--- config.mk ---
export PLATFORM = sky130hd
export DESIGN_NAME = conv_window_gen_flat
export DESIGN_NICKNAME = d
export VERILOG_FILES = /design/src/rtl/conv_pkg.sv /design/src/rtl/conv_window_gen_if.sv /design/src/rtl/line_buffer.sv /design/src/rtl/conv_window_gen.sv /design/src/flat_wrapper.sv
export SDC_FILE = /design/constraint.sdc
export NUM_CORES = 1
export LEC_CHECK = 0
export CAP_MARGIN = 20
export CORE_MARGIN = 3
export CORE_UTILIZATION = 35
export DETAILED_ROUTE_END_ITERATION = 8
export PLACE_DENSITY = 0.64
export RECOVER_POWER = 50
export SLEW_MARGIN = 25
export SYNTH_ARGS = -nofsm -noshare
export SYNTH_HDL_FRONTEND = slang
export SYNTH_HIERARCHICAL = 1
export SYNTH_SLANG_ARGS = --single-unit
--- constraint.sdc ---
create_clock -name clk -period 3.5 [get_ports clk]
set_clock_uncertainty 0.2 [all_clocks]
set_input_delay 0.875 -clock clk [delete_from_list [all_inputs] [get_ports clk]]
set_output_delay 0.875 -clock clk [all_outputs]
set_load 0.02 [all_outputs]
--- src/rtl/conv_pkg.sv ---
// Shared sizing for the convolution datapath (window generator and conv_block).
// Pure constants and helpers; no logic, no latency.
package conv_pkg;

  localparam int DATA_WIDTH  = 16;
  localparam int IMAGE_SIZE  = 16;
  localparam int KERNEL_SIZE = 3;
  localparam int ADDR_SIZE   = 4;
  localparam int MAX_ADDRESS = IMAGE_SIZE - 1;
  localparam int WIN_TAPS    = KERNEL_SIZE * KERNEL_SIZE;

  typedef logic [DATA_WIDTH-1:0] pix_t;

  // Valid (unpadded) windows produced per frame.
  function automatic int windows_per_frame(input int img, input int k);
    return (img - k + 1) * (img - k + 1);
  endfunction

endpackage

--- src/rtl/conv_window_gen_if.sv ---
// Pixel stream in, 3x3 window out; master is the pixel source, slave the window generator.
// Valid-only flow: the stream has no ready, so the source never stalls.
interface conv_window_gen_if #(
  parameter int DATA_WIDTH = conv_pkg::DATA_WIDTH
);
  logic [DATA_WIDTH-1:0] pix_in;
  logic                  pix_valid;
  logic                  clr;
  logic [DATA_WIDTH-1:0] ImgP1, ImgP2, ImgP3;
  logic [DATA_WIDTH-1:0] ImgP4, ImgP5, ImgP6;
  logic [DATA_WIDTH-1:0] ImgP7, ImgP8, ImgP9;
  logic                  win_valid;
  logic                  win_last;

  modport master (
    output pix_in, pix_valid, clr,
    input  ImgP1, ImgP2, ImgP3, ImgP4, ImgP5, ImgP6, ImgP7, ImgP8, ImgP9,
    input  win_valid, win_last
  );

  modport slave (
    input  pix_in, pix_valid, clr,
    output ImgP1, ImgP2, ImgP3, ImgP4, ImgP5, ImgP6, ImgP7, ImgP8, ImgP9,
    output win_valid, win_last
  );
endinterface

--- src/rtl/line_buffer.sv ---
// One image row of storage: combinational read, write on clk, so a same-address
// access returns the old word (read-before-write). Not reset; maps to RAM/SRL.
module line_buffer #(
  parameter int DATA_WIDTH = conv_pkg::DATA_WIDTH,
  parameter int ADDR_SIZE  = conv_pkg::ADDR_SIZE,
  parameter int DEPTH      = conv_pkg::IMAGE_SIZE
) (
  input  logic                  clk,
  input  logic                  we,
  input  logic [ADDR_SIZE-1:0]  addr,
  input  logic [DATA_WIDTH-1:0] din,
  output logic [DATA_WIDTH-1:0] dout
);

  logic [DATA_WIDTH-1:0] mem [DEPTH];

  always_ff @(posedge clk) begin
    if (we) mem[addr] <= din;
  end

  assign dout = mem[addr];

endmodule

--- src/rtl/conv_window_gen.sv ---
// Builds 3x3 windows from a raster pixel stream; window appears 1 cycle after its
// bottom-right pixel. No backpressure: every pix_valid cycle is consumed (clr drops it).
module conv_window_gen
  import conv_pkg::*;
#(
  parameter int IMAGE_SIZE  = conv_pkg::IMAGE_SIZE,
  parameter int KERNEL_SIZE = conv_pkg::KERNEL_SIZE,
  parameter int DATA_WIDTH  = conv_pkg::DATA_WIDTH,
  parameter int ADDR_SIZE   = conv_pkg::ADDR_SIZE,
  parameter int MAX_ADDRESS = conv_pkg::MAX_ADDRESS
) (
  input  logic             clk,
  input  logic             rst,
  conv_window_gen_if.slave bus
);

  localparam logic [ADDR_SIZE-1:0] LAST_COL   = ADDR_SIZE'(MAX_ADDRESS);
  localparam logic [ADDR_SIZE-1:0] LAST_ROW   = ADDR_SIZE'(IMAGE_SIZE - 1);
  localparam logic [ADDR_SIZE-1:0] FIRST_FULL = ADDR_SIZE'(KERNEL_SIZE - 1);

  logic [ADDR_SIZE-1:0]  col_cnt, row_cnt;
  logic [DATA_WIDTH-1:0] lb0_q, lb1_q;
  logic [DATA_WIDTH-1:0] win [9];
  logic                  win_valid_q, win_last_q;
  logic                  accept;

  // clr has priority: a pixel arriving with clr is dropped.
  assign accept = bus.pix_valid & ~bus.clr;

  // lb0 holds the previous row, lb1 the one before; lb1 is refilled from lb0's old word.
  line_buffer #(.DATA_WIDTH(DATA_WIDTH), .ADDR_SIZE(ADDR_SIZE), .DEPTH(IMAGE_SIZE)) u_lb0 (
    .clk  (clk),
    .we   (accept),
    .addr (col_cnt),
    .din  (bus.pix_in),
    .dout (lb0_q)
  );

  line_buffer #(.DATA_WIDTH(DATA_WIDTH), .ADDR_SIZE(ADDR_SIZE), .DEPTH(IMAGE_SIZE)) u_lb1 (
    .clk  (clk),
    .we   (accept),
    .addr (col_cnt),
    .din  (lb0_q),
    .dout (lb1_q)
  );

  always_ff @(posedge clk or negedge rst) begin
    if (!rst) begin
      col_cnt <= '0;
      row_cnt <= '0;
    end else if (bus.clr) begin
      col_cnt <= '0;
      row_cnt <= '0;
    end else if (accept) begin
      if (col_cnt == LAST_COL) begin
        col_cnt <= '0;
        row_cnt <= (row_cnt == LAST_ROW) ? '0 : row_cnt + ADDR_SIZE'(1);
      end else begin
        col_cnt <= col_cnt + ADDR_SIZE'(1);
      end
    end
  end

  // Window rows shift left; right column is {row r-2, row r-1, row r} at this column.
  always_ff @(posedge clk or negedge rst) begin
    if (!rst) begin
      for (int i = 0; i < 9; i++) win[i] <= '0;
    end else if (accept) begin
      for (int r = 0; r < 3; r++) begin
        win[r*3]   <= win[r*3+1];
        win[r*3+1] <= win[r*3+2];
      end
      win[2] <= lb1_q;
      win[5] <= lb0_q;
      win[8] <= bus.pix_in;
    end
  end

  // Gating on row/col >= 2 keeps stale buffer data and row/frame wraps out of valid windows.
  always_ff @(posedge clk or negedge rst) begin
    if (!rst) begin
      win_valid_q <= 1'b0;
      win_last_q  <= 1'b0;
    end else begin
      win_valid_q <= accept && (row_cnt >= FIRST_FULL) && (col_cnt >= FIRST_FULL);
      win_last_q  <= accept && (row_cnt == LAST_ROW) && (col_cnt == LAST_COL);
    end
  end

  assign bus.ImgP1     = win[0];
  assign bus.ImgP2     = win[1];
  assign bus.ImgP3     = win[2];
  assign bus.ImgP4     = win[3];
  assign bus.ImgP5     = win[4];
  assign bus.ImgP6     = win[5];
  assign bus.ImgP7     = win[6];
  assign bus.ImgP8     = win[7];
  assign bus.ImgP9     = win[8];
  assign bus.win_valid = win_valid_q;
  assign bus.win_last  = win_last_q;

endmodule

--- src/flat_wrapper.sv ---
// flat-port wrapper written by rule: the top's interface ports become plain ports
module conv_window_gen_flat import conv_pkg::*;
#(
  parameter int IMAGE_SIZE  = conv_pkg::IMAGE_SIZE,
  parameter int KERNEL_SIZE = conv_pkg::KERNEL_SIZE,
  parameter int DATA_WIDTH  = conv_pkg::DATA_WIDTH,
  parameter int ADDR_SIZE   = conv_pkg::ADDR_SIZE,
  parameter int MAX_ADDRESS = conv_pkg::MAX_ADDRESS
)
  (clk, rst, bus_pix_in, bus_pix_valid, bus_clr, bus_ImgP1, bus_ImgP2, bus_ImgP3, bus_ImgP4, bus_ImgP5, bus_ImgP6, bus_ImgP7, bus_ImgP8, bus_ImgP9, bus_win_valid, bus_win_last);
  conv_window_gen_if #(.DATA_WIDTH(DATA_WIDTH)) bus_i ();
  input  logic clk;
  input  logic rst;
  input wire logic [$bits(bus_i.pix_in)-1:0] bus_pix_in;
  input wire logic [$bits(bus_i.pix_valid)-1:0] bus_pix_valid;
  input wire logic [$bits(bus_i.clr)-1:0] bus_clr;
  output wire logic [$bits(bus_i.ImgP1)-1:0] bus_ImgP1;
  output wire logic [$bits(bus_i.ImgP2)-1:0] bus_ImgP2;
  output wire logic [$bits(bus_i.ImgP3)-1:0] bus_ImgP3;
  output wire logic [$bits(bus_i.ImgP4)-1:0] bus_ImgP4;
  output wire logic [$bits(bus_i.ImgP5)-1:0] bus_ImgP5;
  output wire logic [$bits(bus_i.ImgP6)-1:0] bus_ImgP6;
  output wire logic [$bits(bus_i.ImgP7)-1:0] bus_ImgP7;
  output wire logic [$bits(bus_i.ImgP8)-1:0] bus_ImgP8;
  output wire logic [$bits(bus_i.ImgP9)-1:0] bus_ImgP9;
  output wire logic [$bits(bus_i.win_valid)-1:0] bus_win_valid;
  output wire logic [$bits(bus_i.win_last)-1:0] bus_win_last;
  assign bus_i.pix_in = bus_pix_in;
  assign bus_i.pix_valid = bus_pix_valid;
  assign bus_i.clr = bus_clr;
  assign bus_ImgP1 = bus_i.ImgP1;
  assign bus_ImgP2 = bus_i.ImgP2;
  assign bus_ImgP3 = bus_i.ImgP3;
  assign bus_ImgP4 = bus_i.ImgP4;
  assign bus_ImgP5 = bus_i.ImgP5;
  assign bus_ImgP6 = bus_i.ImgP6;
  assign bus_ImgP7 = bus_i.ImgP7;
  assign bus_ImgP8 = bus_i.ImgP8;
  assign bus_ImgP9 = bus_i.ImgP9;
  assign bus_win_valid = bus_i.win_valid;
  assign bus_win_last = bus_i.win_last;
  conv_window_gen #(.IMAGE_SIZE(IMAGE_SIZE), .KERNEL_SIZE(KERNEL_SIZE), .DATA_WIDTH(DATA_WIDTH), .ADDR_SIZE(ADDR_SIZE), .MAX_ADDRESS(MAX_ADDRESS)) u_core (.clk(clk), .rst(rst), .bus(bus_i));
endmodule
==> Word-level counts from Yosys, hierarchy flattened <==
Memories as Yosys holds them, arrays and structs flattened. A register that Yosys moved wholly into a read port is not among the register bits.
Index checks and enable logic that the tools add are counted.
{ "word_totals": {"ff_bits": 138, "latch_bits": 0, "mem_bits_rw": 512, "rom_bits": 0, "input_bits": 20, "out_inout_bits": 146, "elab_cells": 39, "n_memories": 2} }
{ "op_classes": {"addsub": 2, "mul": 0, "n_div": 0, "order_cmp": 2, "eq_ne": 2, "shift": 0, "mux": 9, "n_bitwise": 2, "n_reduce_logical": 8} }
{ "memory_table": {"columns": ["name", "words", "word_bits", "rd", "rd_clocked_by_memory_dff", "wr", "line_no", "text"], "rows": [
  ["u_core.u_lb0.mem", 16, 16, 1, 0, 1, "line_buffer.sv:15", "logic [DATA_WIDTH-1:0] mem [DEPTH];"],
  ["u_core.u_lb1.mem", 16, 16, 1, 1, 1, "line_buffer.sv:15", null]
]} }
{ "op_table": {"columns": ["operator", "n"], "rows": [
  ["$mux W4", 7],
  ["$add A4 B1 Y4 const B", 2],
  ["$eq A4 B4 Y1 const B", 2],
  ["$ge A4 B2 Y1 const B", 2],
  ["$logic_and A1 B1 Y1", 4],
  ["$reduce_bool A2 Y1", 2],
  ["$mux W1", 2],
  ["$reduce_and A2 Y1", 1],
  ["$and A1 B1 Y1", 1],
  ["$logic_not A1 Y1", 1],
  ["$not A1 Y1", 1]
]} }

==> Longest topological paths before layout <==
Gate-level depths: netlist of the first run.
{ "depth": {"ltp_word": 5, "ltp_mapped": 6, "mapped_depth_nobuf": 5} }

==> Cells and area by module <==
Netlist of the first run, hierarchy kept.
{ "by_module_without_submodules": {"columns": ["module", "n_inst", "cells_each", "area_per_inst_um2", "seq_area_each_um2"], "rows": [
  ["line_buffer", 2, 418, 9703.1, 7687.4],
  ["conv_window_gen", 1, 359, 5900.7, 3853.7]
]} }

==> Worst setup path after synthesis of the first run <==
No wires, ideal clock.
{ "synth_path": {"kind": "input port to flip-flop", "from": "input bus_pix_valid", "to": "memory u_core.u_lb0.mem[0][0], enable pin", "setup_time_ns": 0.409, "t_arrival_ns": 3.171, "t_required_ns": 2.891, "setup_slack_ns": -0.280, "stages": 6, "path_buffers": 3, "path_cell_list": "buf_4 -> nor2b_1 -> buf_4 -> buf_4 -> or3b_2 -> nor3_1"} }
{ "synth_via": {"elab_chain_len": 3} }
{ "synth_lines": {"columns": ["element", "line_no", "text"], "rows": [
  ["start, declared", "flat_wrapper.sv:15", "input wire logic [$bits(bus_i.pix_valid)-1:0] bus_pix_valid;"],
  ["$and A1 B1 Y1", "conv_window_gen.sv:28", "assign accept = bus.pix_valid & ~bus.clr;"],
  ["net u_core.accept", "conv_window_gen.sv:25", "logic accept;"],
  ["$mux W1", "line_buffer.sv:18", "if (we) mem[addr] <= din;"],
  ["$mux W1 (implied by the code)", "line_buffer.sv:18", null],
  ["end, declared", "line_buffer.sv:15", null]
]} }
The timed path passes the listed nets, and every way through them passes these cells.

==> Worst setup path in the final report of the first run <==
{ "layout_path": {"from": "input bus_pix_valid", "to": "memory u_core.u_lb0.mem[10][4], enable pin"} }
{ "layout_via": {"elab_chain_len": 3} }
{ "layout_lines": {"columns": ["element", "line_no"], "rows": [
  ["$and A1 B1 Y1", "conv_window_gen.sv:28"],
  ["$mux W1", "line_buffer.sv:18"],
  ["$mux W1 (implied by the code)", "line_buffer.sv:18"]
]} }
Every way passes these cells.

==> metrics.md, run 1 <==
| Metric | Value |
|---|---|
| First-pass DRT Iterations | `5` |
| Setup tns final | `0 ns` |
| Final hold vios | `0` |
| Seq/Total Area, Yosys | `0.7598` |
| Setup ws final | `0.2964 ns` |
| Status | `complete, but fails checks` |
| Ys Warns | `6` |
| Cell Int Power | `14.83 mW` |
| Min-Delay Path Depth | `1` |
| GPL Wtd Cong | `0.7670` |
| Die ar. | `75570 um^2` |
| Final nets | `~1500` |
| Worst setup SP type | `input pin` |
| Leakage | `10.26 nW` |
| CTS Root Buffer Type | `clkbuf_16` |
| Wirelength per Cell | `22.51 um` |
| CTS tree | `built` |
| Post-CTS Hold Fix Bufs | `0` |
| Hold Crit Class | `flop to flop` |
| Hold WS | `0.3055 ns` |
| Area Growth Syn to Fin | `21.03%` |
| CTS resizes | `0` |
| Place WS | `between 0.3 and 0.4 ns` |
| Core footprint | `70880 um^2` |
| FF-to-FF End | `u_core/bus.ImgP6[6]$_DFFE_PN0P_` |
| CP arrival | `3.21 ns` |
| GRT overflow | `0` |
| Drt drc | `0` |
| Reg power frac | `0.486` |
| Most frequent CP cell | `clkbuf_1` |
| Critical Path Sink | `u_core/u_lb0/mem[10][4]$_DFFE_PP_` |
| CP required | `3.51 ns` |
| Critical path's largest stage delay | `0.81 ns` |
| CP max FO | `16` |
| Pwr Density | `643.5 nW/um^2` |
| Total CTS buffers | `67` |
| Fmax achieved | `312.2 MHz` |
| H-tree levels | `3` |
| Post-synth net total | `between 1000 and 1500` |
| Net Sw Power | `4.875 mW` |
| Worst skew pair latency | `0.59 ns` |
| Post-Syn Instances | `1195` |
| R2r startpoint | `u_core/col_cnt[0]$_DFFE_PN0P_` |
| Worst path buffer plus inverter count | `3` |
| FF-to-FF setup slack | `0.46 ns` |
| First-pass GRT wire length | `84840 um` |
| I/O pins | `166` |
| Switch share | `0.2473` |
| DIE WIDTH | `274.9 um` |
| Final setup viols | `0` |
| Distinct cell type count after synthesis | `35` |
| CP max stage cell | `clkbuf_1` |
| Unrepaired setup endpoints after global routing | `false` |
| VDD IR max | `421.1 uV` |
| CP delay by family, top | `buffers and inverters` |
| R2R depth | `7` |
| Design area | `30630 um^2` |
| # clock sinks | `roughly 670` |
| CP Cell Sequence | `clkdlybuf4s50_1 > nor2b_4 > clkbuf_1 > nand3b_1 > nor2_1 > clkbuf_1` |
| Gate power share | `0.162` |
| Largest area contributor in the netlist | `edfxtp_1` |
| Synth top area share | `0.6075` |
| Critical path class | `input pin to flop` |
| Mapped cell area | `between 20000 and 30000 um^2` |
| Core Rows | `97` |
| Rel. slew slack | `-0.04553` |
| Worst-path clk slew | `about 0.060 ns` |
| Top cells by area, synth | `edfxtp_1, dfrtp_1, mux4_2` |
| Mean Syn Cell Area | `21.18 um^2` |
| Antenna-violating nets left | `0` |
| Die H | `274.9 um` |
| Post-CTS Setup Repair Bufs | `0` |
| Initial antenna violation count | `2` |
| Max-cap violations | `1` |
| DPL Wire Length | `around 36000 um` |
| Tmin final | `3.204 ns` |
| Vias in the first global route | `13330` |
| Drt initial violations | `1114` |
| Worst Tran Pin Value | `1.568 ns` |
| Routed via count | `~12000` |
| Via density | `5.061` |
| Clock Power Share | `0.352` |
| Slew Viols, Final | `56` |
| Starting Density | `0.3570` |
| All-Layer GR Usage | `0.1492` |
| Maximum buffer depth of the clock tree | `3` |
| Period utilization | `0.9153` |
| Worst setup EP type | `flop` |
| Yosys reg bits | `666` |
| Share of layout cells above drive strength 1 | `0.2977` |
| Total Wirelength | `between 50000 and 60000 um` |
| Failing checks | `max-capacitance violations, max-slew violations` |
| Port bufs | `approximately 170` |
| Largest net degree at the start of global routing | `72` |
| Levels on crit path | `6` |
| Placed cells | `2334` |
| Worst Setup SP | `bus_pix_valid` |
| Placed cell area | `28690 um^2` |
| Post-route insts no fill | `2457` |
==> sequential cells by signal (all words and copies together) (netlist names), 16 cells and up <==
| name | cells |
|---|---|
| u_core/bus.ImgP4 | 16 |
| u_core/u_lb1/mem | 256 |
| u_core/bus.ImgP5 | 16 |
| u_core/bus.ImgP7 | 16 |
| u_core/bus.ImgP2 | 16 |
| u_core/bus.ImgP6 | 16 |
| u_core/bus.ImgP3 | 16 |
| u_core/bus.ImgP9 | 16 |
| u_core/u_lb0/mem | 256 |
| u_core/bus.ImgP8 | 16 |
| u_core/bus.ImgP1 | 16 |
==> layout make-up <==
cell class                      instances  area [um^2]
Antenna cell                            2        5.005
Clock buffer                           85         1775
Clock inverter                         36        352.8
Fill cell                            6136        40250
Inverter                                5        18.77
Multi-Input combinational cell        460         5657
Sequential cell                       666        19240
Tap cell                              940         1176
Timing Repair Buffer                  263         2407
==> cells in the mapped netlist <==
library cell / number
nand2b_1: 4
o31ai_1: 1
a21oi_1: 7
buf_4: 17
or4_1: 1
mux2i_1: 1
buf_2: 5
nor4_1: 2
nand3b_1: 4
or3_2: 1
nand4_4: 1
dfrtp_1: 154
or3_1: 1
mux2_2: 144
mux4_1: 4
nor2b_1: 5
a22oi_1: 64
inv_1: 5
o41ai_1: 1
xor2_1: 1
or2_2: 1
o21ai_0: 2
nor2_1: 30
nand2_1: 41
a311o_2: 1
or3b_2: 2
and2_1: 2
xnor2_1: 1
ha_1: 4
nand3_1: 2
edfxtp_1: 512
nor3_1: 8
clkbuf_1: 28
buf_6: 14
mux4_2: 124
==> cell usage in the layout, fill, tap and decap left out, types with 2 or more instances in the layout <==
cell             count
edfxtp_1           512
dfrtp_1            152
clkdlybuf4s50_1    148
mux2_2             144
mux4_2             124
clkbuf_16           68
a22oi_1             64
buf_4               60
nand2_1             41
clkbuf_1            34
nor2_1              30
dlygate4sd3_1       16
clkinv_1            14
clkbuf_2            11
clkinv_2            10
buf_12               9
a21oi_1              7
bufinv_16            6
inv_1                5
ha_1                 4
nor2b_1              4
mux4_1               4
nand3b_1             4
nor3_2               4
nand2b_1             4
nor3_1               4
inv_6                3
diode_2              2
nor4_1               2
o21ai_0              2
dfrtp_4              2
and2_1               2
nand3_1              2
or3b_2               2
==> power groups by stage <==
stage	registers [mW]	logic, mW	clock network [mW]
2_1_floorplan	10.2	1.08	0
3_3_place_gp	9.72	3.22	0
3_5_place_dp	9.75	3.26	0
4_1_cts	9.60	3.27	7.12
5_1_grt	9.67	3.39	7.43
6_report	9.58	3.20	6.93
==> cells by family (layout without fill, tap and decap cells) <==
logic type | after synthesis | in the layout | synth area share
AO/OA/AOI/OAI | 76 | 76 | 0.02185
XOR/XNOR | 2 | 2 | 0.0006923
adder cells (fa/ha/maj) | 4 | 4 | 0.001978
buffers and inverters | 69 | 389 | 0.01716
flip-flops | 666 | 666 | 0.7598
multiplexers | 273 | 273 | 0.1790
other | 0 | 2 | 0
AND/OR/NAND/NOR | 105 | 105 | 0.01953
==> per-stage QoR <==
stage / total power [mW] / utilization
finish: 19.71 / 0.4321
global route: 20.50 / 0.4321
CTS: 19.99 / 0.4348
detailed placement: 13.01 / 0.4047
global placement: 12.94 / 0.4047
floorplan: 11.32 / -
==> per-layer routing <==
layer	up-vias	part of all wire	GRT usage
li1	5392	-	-
met1	6613	0.42	0.2006
met2	355	0.51	0.2492
met3	75	0.055	0.03053
met4	0	0.020	0.03849
met5	-	0	0
==> worst min path at each step <==
| stage | startpoint | end |
|---|---|---|
| 2_1_floorplan | u_core/row_cnt[3]$_DFFE_PN0P_ | u_core/bus.win_last$_DFF_PN0_ |
| 3_3_place_gp | u_core/bus.ImgP1[8]$_DFFE_PN0P_ | u_core/bus.ImgP1[8]$_DFFE_PN0P_ |
| 3_5_place_dp | u_core/bus.ImgP1[0]$_DFFE_PN0P_ | u_core/bus.ImgP1[0]$_DFFE_PN0P_ |
| 4_1_cts | rst | u_core/bus.ImgP2[5]$_DFFE_PN0P_ |
| 5_1_grt | u_core/bus.ImgP4[11]$_DFFE_PN0P_ | u_core/bus.ImgP4[11]$_DFFE_PN0P_ |
| 6_report | u_core/bus.ImgP1[0]$_DFFE_PN0P_ | u_core/bus.ImgP1[0]$_DFFE_PN0P_ |
No activity file was read; power rests on OpenSTA's default activity.
==> inputs of run 2 (changes only) <==
--- a/config.mk
+++ b/config.mk
@@ -11,6 +11,7 @@
 export DETAILED_ROUTE_END_ITERATION = 8
 export PLACE_DENSITY = 0.64
 export RECOVER_POWER = 50
+export SKIP_CTS_REPAIR_TIMING = 1
 export SLEW_MARGIN = 25
 export SYNTH_ARGS = -nofsm -noshare
 export SYNTH_HDL_FRONTEND = slang
==> results of run 2 <==
Same layout as run 1: the final DEF is identical, and so are final timing and power.
==> patch 1, RTL diff (settings of run 1) <==
Reset style: synchronous (`rst`), changed in 3 clocked blocks.
--- a/src/rtl/conv_window_gen.sv
+++ b/src/rtl/conv_window_gen.sv
@@ -46,3 +46,3 @@
 
-  always_ff @(posedge clk or negedge rst) begin
+  always_ff @(posedge clk) begin
     if (!rst) begin
@@ -64,3 +64,3 @@
   // Window rows shift left; right column is {row r-2, row r-1, row r} at this column.
-  always_ff @(posedge clk or negedge rst) begin
+  always_ff @(posedge clk) begin
     if (!rst) begin
@@ -79,3 +79,3 @@
   // Gating on row/col >= 2 keeps stale buffer data and row/frame wraps out of valid windows.
-  always_ff @(posedge clk or negedge rst) begin
+  always_ff @(posedge clk) begin
     if (!rst) begin
Behaviour: differs if rst is asserted again (counterexample within 4 cycles, from zero or initial values and one cycle with rst low); with rst held inactive, the same outputs for 4 cycles.
==> patch 1 against run 1 <==
Global-route usage decreased by 0.20 points; first-iteration DRC count is 13% higher; synthesized area up 0.34%; setup slack worse by 75 ps; routed wire length is 1.1% higher; critical path depth unchanged; sequential cell count unchanged; highest routed layer unchanged; design area is 0.54% higher.
Power is not compared: it rests on default switching activity, and its combinational part moved more than twofold at a synthesized area within 25%.
==> patch 1: results (changes against run 1) <==
{| class="wikitable"
! Metric !! Value
|-
| Max rail drop VDD || 317 µV
|-
| Combined global-route utilization of all metal layers || 14.7% (-0.20 points)
|-
| First-pass detailed-route iteration total || 6 (+1)
|-
| Post-detailed-route wirelength per cell || 22.5 µm (+0.11%)
|-
| CTS H-tree depth || 3 (unchanged)
|-
| Number of enable flip-flop cells after synthesis || 656 (+28%)
|-
| Pre-CTS setup slack || 236 ps (-131 ps)
|-
| Total clock buffers created by CTS || 67 (unchanged)
|-
| Synth cell count leaders || edfxtp_1 (656), and3_1 (144), mux4_2 (113)
|-
| Share of cells above drive strength 1 || 20.0% (-9.8 points)
|-
| Fraction of the yosys area taken by sequential cells || 78.4% (+2.4 points)
|-
| # resized after CTS || 0 (unchanged)
|-
| Skew-Pair Late Insertion Delay || 610 ps (+20 ps)
|-
| Half-perimeter wire length of the detailed placement result || 35400 µm (-0.62%)
|-
| Tightest Pin Transition || 805 ps (-763 ps)
|-
| Result of the run || finished, final reports clean
|-
| Largest regs || u_core/u_lb0/mem x256, u_core/u_lb1/mem x256, u_core/win x144
|-
| Diodes inserted || 0 (-2)
|-
| Count of antenna-violating nets left after detailed routing || 0 (unchanged)
|-
| Class of the tightest hold or removal check || reg2reg
|-
| Highest net fanout along the worst path || 8 (-8)
|-
| CP arrival || 3310 ps (+100 ps)
|-
| Syn. warnings || 6 (unchanged)
|-
| Synth area leaders || edfxtp_1 (78%), mux4_2 (10%), and3_1 (3.5%), a22oi_1 (1.9%), mux4_1 (1.6%)
|-
| Average cell area after synthesis || 20.9 µm² (-1.2%)
|-
| Placed Area || 28800 µm² (+0.41%)
|-
| First-iteration detailed-routing DRC count || 1254 (+13%)
|-
| Wire length of the first global-routing pass || 83700 µm (-1.3%)
|-
| Leak pwr || 10.4 nW
|-
| Number of antenna violations at the first check in global routing || 3 (+1)
|-
| Pin count of the biggest net entering global routing || 97 (+35%)
|-
| Routed via count || 12800 (+3.1%)
|-
| Clock root buffer || clkbuf_16
|-
| Port Buffers || 165 (unchanged)
|-
| Average vias per placed instance || 5.17 (+2.1%)
|-
| Inst Count DP || 2360 (+1.1%)
|-
| Number of post-CTS setup repair buffers || 0 (unchanged)
|-
| Final RePlAce weighted congestion || 0.762 (-0.64%)
|-
| Clk slew on worst S/H paths || 60 ps (about the same)
|-
| Post-synthesis cell type count || 43 (+23%)
|-
| Total Nets Final || 1503 (+1.1%)
|-
| Async S/R FF share, synth || 0% (-23 points)
|}
## patch 1: cell type report
class                   count  area, µm²
inverters                   4       15.0
fillers                  6190      40900
flip-flops and latches    666      19900
clock inverters            43        468
clock buffers              78       1720
repair buffers            278       2480
multi-input cells         462       5020
well taps                 950       1190
## patch 1: power groups by stage
stage | Clock (mW) | Sequential, mW | Combinational (mW)
floorplan | 0 | 9.28 | 0.343
global placement | 0 | 9.16 | 0.928
detailed placement | 0 | 9.17 | 0.944
CTS | 7.22 | 9.00 | 0.945
global route | 7.56 | 9.01 | 0.982
finish | 7.06 | 9.00 | 0.915
## patch 1: final timing paths
kind              cells after the start  slack (ps)         startpoint                  endpoint
setup / recovery                      6         220      bus_pix_valid   u_core/u_lb1/mem[14][2]
hold / removal                        2         360  u_core/row_cnt[0]         u_core/row_cnt[0]
setup reg to reg                      5         470  u_core/col_cnt[0]  u_core/u_lb1/mem[13][11]
hold reg to reg                       2         360  u_core/row_cnt[0]         u_core/row_cnt[0]
## patch 1: kinds of logic (layout without fill, tap and decap cells)
kind of cell,after synthesis,count (layout),synth area share (%)
xor+xnor,2,2,0.0690
flops,666,666,78.4
fa+ha+maj,4,4,0.197
buf+inv,85,403,1.86
simple gates,250,250,5.61
compound gates,78,78,2.33
mux,128,128,11.6
## patch 1: worst max-delay path, stage by stage
cell and delay, ps:
dlygate4sd3_1 660, nor2b_1 510, clkbuf_1 320, nand3_1 270
nor2_1 250, clkbuf_1 420
## patch 1: metal layers
layer  wire [µm]  track usage [%]
met1       23800             20.4
met5           0                0
met4        1350             4.95
met3        3630             2.62
met2       27200             23.7
==> patch 2, RTL diff (config.mk and constraints of run 1) <==
Made on the original files. `ADDR_SIZE`: 4 -> 8.
--- a/src/rtl/conv_pkg.sv
+++ b/src/rtl/conv_pkg.sv
@@ -7,3 +7,3 @@
   localparam int KERNEL_SIZE = 3;
-  localparam int ADDR_SIZE   = 4;
+  localparam int ADDR_SIZE   = 8;
   localparam int MAX_ADDRESS = IMAGE_SIZE - 1;
Check against the original RTL: no difference found for any inputs over 4 cycles, from zero or initial values and one cycle with rst low; that may be too few to reach the edited logic, so the function may still have changed.
==> patch 2 against run 1 <==
The flow still finishes with violations (max-capacitance violations, max-slew violations); first-iteration DRC count shrank 0.81%; sequential cell count rose by 8; global-route usage decreased by 0.11 points; setup slack got worse by 93 ps; power fell by 0.89%; die area up 1.4%; sequential share of layout area down 0.18 points; hold slack lost 1.2 ps; design area increased by 1.3%; synthesized area is 1.4% higher; routed wire length is 1.6% higher; clock power up 0.9%; non-clock buffer count fell by 4; highest routed layer unchanged.
==> patch 2: results (changes against run 1) <==
{| class="wikitable"
! Metric !! Value
|-
| GRT met1 Usage || 19.8% (-0.29 points)
|-
| Detailed Route WL || 56200 µm (+1.6%)
|-
| Post-synthesis cell type count || 39 (+11%)
|-
| Leak pwr || 10.4 nW (+1.6%)
|-
| Total clock buffers created by CTS || 70 (+4.5%)
|-
| Number of antenna violations at the first check in global routing || 0 (-2)
|-
| Metal2 WL || 27800 µm (-0.80%)
|-
| Synth cell count leaders || edfxtp_1 (512), dfrtp_1 (162), mux2_2 (144)
|-
| Share of cells above drive strength 1 || 28.7% (-1.0 points)
|-
| Routed via count || 12800 (+3.0%)
|-
| Post-detailed-route wirelength per cell || 22.4 µm (-0.49%)
|-
| Wire length of the first global-routing pass || 86800 µm (+2.3%)
|-
| Number of global-route vias before repair || 13800 (+3.2%)
|-
| Met3 global-route usage || 3.48% (+0.43 points)
|-
| Synth area leaders || edfxtp_1 (60%), dfrtp_1 (16%), mux4_2 (11%), mux2_2 (6.3%), a22oi_1 (1.9%)
|-
| WL met1 || 23400 µm (+1.2%)
|-
| Half-perimeter wire length of the detailed placement result || 35800 µm (+0.43%)
|-
| Port Buffers || 165 (unchanged)
|-
| Net count after synthesis || 1261 (+3.4%)
|-
| Top Layer Used || met4
|-
| Tightest Pin Transition || 1540 ps (-29.2 ps)
|-
| Inst Count DP || 2380 (+2.0%)
|-
| Result of the run || finished with violations
|-
| Met3 Wirelength || 3490 µm (+14%)
|-
| Cell count after synthesis || 1237 (+3.5%)
|-
| Combined global-route utilization of all metal layers || 14.8% (-0.11 points)
|-
| Number of slew-limit violations in the final report || 59 (+5.4%)
|-
| GR met2 Demand/Resource || 24.2% (-0.76 points)
|-
| Pre-CTS setup slack || 309 ps (-57.5 ps)
|-
| Reported max-cap violation count || 1 (unchanged)
|-
| Fraction of the yosys area taken by sequential cells || 75.7% (-0.30 points)
|-
| Total Nets Final || 1526 (+2.6%)
|-
| Async S/R FF share, synth || 24.0% (+0.91 points)
|-
| Diodes inserted || 0 (-2)
|-
| Highest net fanout along the worst path || 11 (-5)
|-
| Max rail drop VDD || 340 µV (-19%)
|-
| Violated checks || max-capacitance violations, max-slew violations
|-
| Final RePlAce weighted congestion || 0.771 (+0.56%)
|-
| First-pass detailed-route iteration total || 5 (unchanged)
|}
[patch 2: cells by family after synthesis]
| group | count (synthesis) | share of synthesized area, % |
|---|---|---|
| flops | 674 | 75.7 |
| mux | 272 | 17.6 |
| simple gates | 126 | 2.48 |
| compound gates | 88 | 2.42 |
| buf+inv | 68 | 1.45 |
| xor+xnor | 5 | 0.171 |
| fa+ha+maj | 4 | 0.195 |
[patch 2: cell type report]
class | instances | area [µm²]
Tap cell | 950 | 1190
Sequential cell | 674 | 19400
Fill cell | 6298 | 41100
Timing Repair Buffer | 259 | 2330
Clock inverter | 28 | 215
Inverter | 2 | 7.51
Clock buffer | 101 | 1960
Multi-Input combinational cell | 495 | 5900
[patch 2: power by group]
group	total [mW]	internal [mW]	switching, mW
clock network	6.99	4.00	2.99
logic	2.95	1.46	1.49
registers	9.59	9.21	0.381
total	19.5	14.7	4.86
[patch 2: worst max-delay path, cell delays in order]
cell and delay (ps):
dlygate4sd3_1 540, nor2b_1 600, or3b_2 550, nor2_1 150, clkbuf_1 610
[patch 2: final timing paths]
| check | depth (start not counted) | slack (ps) | from | end |
|---|---|---|---|---|
| worst max-delay path | 5 | 200 | bus_pix_valid | u_core/u_lb1/mem[1][1] |
| worst min-delay path | 1 | 300 | u_core/bus.ImgP4[11] | u_core/bus.ImgP4[11] |
| worst max register to register | 6 | 450 | u_core/col_cnt[0] | u_core/bus.ImgP3[11] |
| worst min register to register | 1 | 300 | u_core/bus.ImgP4[11] | u_core/bus.ImgP4[11] |
| max in group asynchronous | 2 | 910 | rst | u_core/bus.ImgP8[0] |
| min in group asynchronous | 1 | 420 | rst | u_core/bus.ImgP3[10] |
